### config.mk
export PLATFORM = sky130hd
export DESIGN_NAME = jk_excitation_driver
export DESIGN_NICKNAME = d
export VERILOG_FILES = /design/src/rtl/jk_pkg.sv /design/src/rtl/jk_excite_bit.sv /design/src/rtl/jk_excitation_driver.sv
export SDC_FILE = /design/constraint.sdc
export NUM_CORES = 1
export LEC_CHECK = 0
export BUFFER_PORTS_ARGS = -buffer_cell sky130_fd_sc_hd__buf_4
export CELL_PAD_IN_SITES_DETAIL_PLACEMENT = 1
export CELL_PAD_IN_SITES_GLOBAL_PLACEMENT = 1
export CORE_MARGIN = 2
export CORE_UTILIZATION = 36
export DETAILED_ROUTE_END_ITERATION = 8
export GPL_TIMING_DRIVEN = 0
export PLACE_DENSITY_LB_ADDON = 0.1
export SETUP_SLACK_MARGIN = 0.2
export SYNTH_ARGS = -nofsm -noshare
export SYNTH_HDL_FRONTEND = slang
export SYNTH_SLANG_ARGS = --single-unit
### constraint.sdc
create_clock -name Clock -period 5.1 [get_ports Clock]
set_input_delay 1.02 -clock Clock [delete_from_list [all_inputs] [get_ports Clock]]
set_output_delay 1.02 -clock Clock [all_outputs]
set_load 0.01 [all_outputs]
### src/rtl/jk_pkg.sv
// Shared encodings and the JK next-state rule for the excitation driver.
// Benches reuse jk_next to model an external JK bank.
package jk_pkg;

  typedef enum logic [1:0] {
    MODE_HOLD = 2'b00,
    MODE_UP   = 2'b01,
    MODE_DOWN = 2'b10,
    MODE_LOAD = 2'b11
  } mode_e;

  localparam logic [1:0] JK_HOLD = 2'b00;
  localparam logic [1:0] JK_RST  = 2'b01;
  localparam logic [1:0] JK_SET  = 2'b10;
  localparam logic [1:0] JK_TGL  = 2'b11;

  function automatic logic jk_next(
    input logic q,
    input logic j,
    input logic k
  );
    logic r;
    case ({j, k})
      JK_HOLD: r = q;
      JK_RST:  r = 1'b0;
      JK_SET:  r = 1'b1;
      default: r = ~q;
    endcase
    return r;
  endfunction

endpackage

### src/rtl/jk_excite_bit.sv
// One-bit JK excitation: which J/K moves q to d on the next edge.
// Unchanged bits always get hold so the bank sees no spurious activity.
module jk_excite_bit
  import jk_pkg::*;
(
  input  logic q,
  input  logic d,
  input  logic use_toggle,
  output logic j,
  output logic k
);

  always_comb begin
    {j, k} = JK_HOLD;
    if (q != d) begin
      if (use_toggle) {j, k} = JK_TGL;
      else if (d)     {j, k} = JK_SET;
      else            {j, k} = JK_RST;
    end
  end

endmodule

### src/rtl/jk_excitation_driver.sv
// Modulo-N up/down/load counter that drives J/K for an external JK bank,
// keeps its own JK-model state and flags when the bank disagrees.
module jk_excitation_driver
  import jk_pkg::*;
#(
  parameter int MODULUS    = 10,
  parameter bit USE_TOGGLE = 1'b1,
  localparam int W = $clog2(MODULUS)
) (
  input  logic         Clock,
  input  logic         reset,
  input  logic         set,
  input  logic         en,
  input  logic [1:0]   mode,
  input  logic [W-1:0] load_data,
  input  logic [W-1:0] q_ext,
  input  logic         clr_err,
  output logic [W-1:0] J,
  output logic [W-1:0] K,
  output logic [W-1:0] Q,
  output logic         tc,
  output logic         load_err,
  output logic         mismatch
);

  localparam logic [W-1:0] MAX = W'(MODULUS - 1);

  logic [W-1:0] r_q;
  logic         r_tc;
  logic         r_le;
  logic         r_mis;

  logic [W-1:0] w_d;
  logic [W-1:0] w_j_raw;
  logic [W-1:0] w_k_raw;
  logic [W-1:0] w_qn;
  logic         w_up;
  logic         w_dn;
  logic         w_ld;
  logic         w_clamp;

  assign w_up    = en && (mode == MODE_UP);
  assign w_dn    = en && (mode == MODE_DOWN);
  assign w_ld    = en && (mode == MODE_LOAD);
  assign w_clamp = {1'b0, load_data} >= (W+1)'(MODULUS);

  always_comb begin
    w_d = r_q;
    if (set)
      w_d = MAX;
    else if (w_up)
      w_d = (r_q == MAX) ? '0 : r_q + W'(1);
    else if (w_dn)
      w_d = (r_q == '0) ? MAX : r_q - W'(1);
    else if (w_ld)
      w_d = w_clamp ? MAX : load_data;
  end

  for (genvar gi = 0; gi < W; gi++) begin : g_bit
    jk_excite_bit u_bit (
      .q          (r_q[gi]),
      .d          (w_d[gi]),
      .use_toggle (USE_TOGGLE),
      .j          (w_j_raw[gi]),
      .k          (w_k_raw[gi])
    );
  end

  assign J = reset ? w_j_raw : '0;
  assign K = reset ? w_k_raw : '0;

  // State advances only through the JK rule, exactly as the bank does
  always_comb begin
    w_qn = r_q;
    for (int i = 0; i < W; i++)
      w_qn[i] = jk_next(r_q[i], J[i], K[i]);
  end

  always_ff @(posedge Clock or negedge reset) begin
    if (!reset) begin
      r_q   <= '0;
      r_tc  <= 1'b0;
      r_le  <= 1'b0;
      r_mis <= 1'b0;
    end else begin
      r_q  <= w_qn;
      r_tc <= !set && ((w_up && r_q == MAX) ||
                       (w_dn && r_q == '0));
      r_le <= !set && w_ld && w_clamp;
      if (q_ext != r_q)
        r_mis <= 1'b1;
      else if (clr_err)
        r_mis <= 1'b0;
    end
  end

  assign Q        = r_q;
  assign tc       = r_tc;
  assign load_err = r_le;
  assign mismatch = r_mis;

  a_jk_reaches_d: assert property (
    @(posedge Clock) disable iff (!reset) w_qn == w_d);

  a_no_toggle: assert property (
    @(posedge Clock) disable iff (!reset)
      USE_TOGGLE || ((J & K) == '0));

endmodule

==> reports/results.txt <==
Die X - 50.01 um
non-filler cells, final - 150
drt first pass iters - 4
vias in the first global route - 755
post-DP HPWL - 1568 um
CP Buf/Inv Count - 3
first-pass GRT wire length - 3436 um
routability cong. - 0.7941
routed len/inst - 13.39 um
setup slack, reg-to-reg - 3.00 ns
max_cap viols - 0
Crit path largest cell delay - 0.55 ns
top-area cell type share of the netlist area - 22.99%
crit-path max FO - 11
FF+latch area - 175.2 um2
Placed Instances - 146
Gate Count Post-Synth - 90
Setup TNS - 0 ns
cell taking the most area after synthesis - dfrtp_1
Slew HR - 70.80%
clk slew on worst S/H paths - 0.05 ns
largest net degree at the start of global routing - 12
Starting DRT DRC Count - 4
VDD IR max - 0.00009208 V
Reg2Reg Depth - 7
Mean Syn Cell Area - 8.466 um2
fin crit share - 70.29%
Clock Latency Late Sink - 0.26 ns
syn nets - 108
CP max-delay cell - dfrtp_1
post-route antenna net violation count - 0
gr usage total - 17.94%
post-synthesis sequential area ratio - 22.99%
fmax - 279.0 MHz
area of the die - 2501 um2
leading post-synthesis cells by cell area - dfrtp_1 (23%), buf_4 (9.9%), xnor2_1 (6.9%)
CP startpoint kind - flop
Worst-Margin Slew - 0.4380 ns
Critical Path, Cell by Cell - inv_1 > ha_1 > nor3b_1 > nand4b_1 > a221oi_2 > xnor2_1 > and2_1 > buf_4 > buf_4
Unique masters post-synth - 39
CTS H-tree depth - 1
I/O pin count - 30
most common cell after layout, fill and taps aside - buf_4
Post-CTS Hold Buffers - 0
Final Slew Violations - 0
Setup Skew - 0.0006386 ns
Post-Synthesis Cell Area - 762.0 um2
Port Buffers - 29
Site Rows - 16
WS Path Type - flop to output pin
Post-CTS Resized - 0
Final nets - 142
FF+latch count, synth - 7
asr flop ratio synth - 100.0%
reg2reg end - Q[1]
# Post-CTS Setup Buffers - 0
CTS tree - built
status - complete, no violations
DR vias/cell - 5.100
Layout area overhead - 36.45%
Main synth FF type - dfrtp_1
Post-synth EDFFs - 0
Core Util, Final - 52.46%
CP top delay family - simple AND/OR/NAND/NOR gates
Fin. Hold Viols - 0
initial antenna violation count - 0
number of warnings issued by yosys - 0
Worst setup EP type - output pin
fill count - 252
Pleak - 0.4936 nW
Setup-failing EPs final - 0
most used cell, CP - buf_4
Initial Utilization - 38.45%
most frequent cells in the layout - buf_4 (39), dfrtp_1 (7), nand2_1 (7), o21ai_0 (7), xnor2_1 (6)
layout cell share with drive strength beyond 1 - 38.21%
DRC Markers - 0
Critical Path AT - 2.56 ns
PD cells - 221.8 nW/um2
clk sinks - 7
Die H - 50.01 um
CTS Buf Count - 3
GRT overflow - 0
Diodes inserted - 0
Vias - 765
core area - 1982 um2
clock root buffer - clkbuf_4
WL final - 2009 um
RSZ-0062 raised after global routing - no
area of the multi-input gates - 478.0 um2
min cycle time layout - 3.585 ns
worst path required time - 4.08 ns
Hold Path Class - primary input to async pin
worst reg2reg path startpoint - Q[0]
clk buf depth - 2
-- cell families after synthesis --
| kind of cell | share of synthesized area, % |
|---|---|
| and+or+nand+nor | 24.14 |
| AOI/OAI and AO/OA | 22.66 |
| buffers and inverters | 14.29 |
| DFF | 22.99 |
| xor gates and xnor gates | 6.896 |
| muxes | 4.105 |
| adders and majority gates | 4.927 |
-- registers in the layout, summed over array words and instances (netlist names) --
name      count
tc            1
mismatch      1
load_err      1
Q             4
-- area by class of cell --
class | count | area share, %
plain buffers | 12 | 8.664
clock buffers | 4 | 2.527
inverters | 5 | 1.805
multi-input cells | 66 | 45.97
flip-flops and latches | 7 | 16.85
well taps | 27 | 3.249
repair buffers | 29 | 20.94
-- stage by stage --
step | hold slack, ns | setup slack (ns) | area [um2] | power (W)
after global placement | 0.6271 | 1.666 | 1013 | 0.0001759
after floorplan | 0.6195 | 1.933 | 762.0 | 0.0001355
after CTS | 0.5717 | 1.508 | 1040 | 0.0002336
final | 0.5701 | 1.515 | 1040 | 0.0002306
after global routing | 0.5730 | 1.321 | 1040 | 0.0002468
after detailed placement | 0.6633 | 1.634 | 1013 | 0.0001788
-- cells in the mapped netlist, drive strengths merged, types with 2 or more instances --
library cell,n
a21oi,4
and2,4
and3b,2
buf,11
dfrtp,7
ha,3
inv,5
mux2i,2
nand2,7
nand3b,3
nor2,3
nor3b,2
o21a,2
o21ai,7
xnor2,6
-- worst max-delay path by stage --
stage	startpoint	to	slack, ns	depth (start not counted)
floorplan	mode[0]	K[3]	1.93	6
global placement	mode[0]	K[3]	1.67	8
detailed placement	mode[0]	K[3]	1.63	8
CTS	Q[0]	K[3]	1.51	9
global route	Q[0]	K[3]	1.32	9
finish	Q[0]	K[3]	1.52	9
-- where the power goes --
| group | leakage (nW) | internal (W) | total [W] | switching [W] |
|---|---|---|---|---|
| Combinational | 0.395 | 0.0000590 | 0.000112 | 0.0000525 |
| Sequential | 0.0833 | 0.0000601 | 0.0000660 | 0.00000589 |
| Clock | 0.0150 | 0.0000300 | 0.0000531 | 0.0000231 |
-- per-layer routing --
| layer | up-vias | routed length, um | GRT usage (%) | share of wire (%) |
|---|---|---|---|---|
| li1 | 383 | - | - | - |
| met1 | 354 | 941 | 23.38 | 47 |
| met4 | 0 | 53 | 11.57 | 2.6 |
| met5 | - | 0 | 0 | 0 |
| met2 | 23 | 930 | 28.07 | 46 |
| met3 | 5 | 83 | 1.515 | 4.1 |
(Power assumes the default switching activity.)
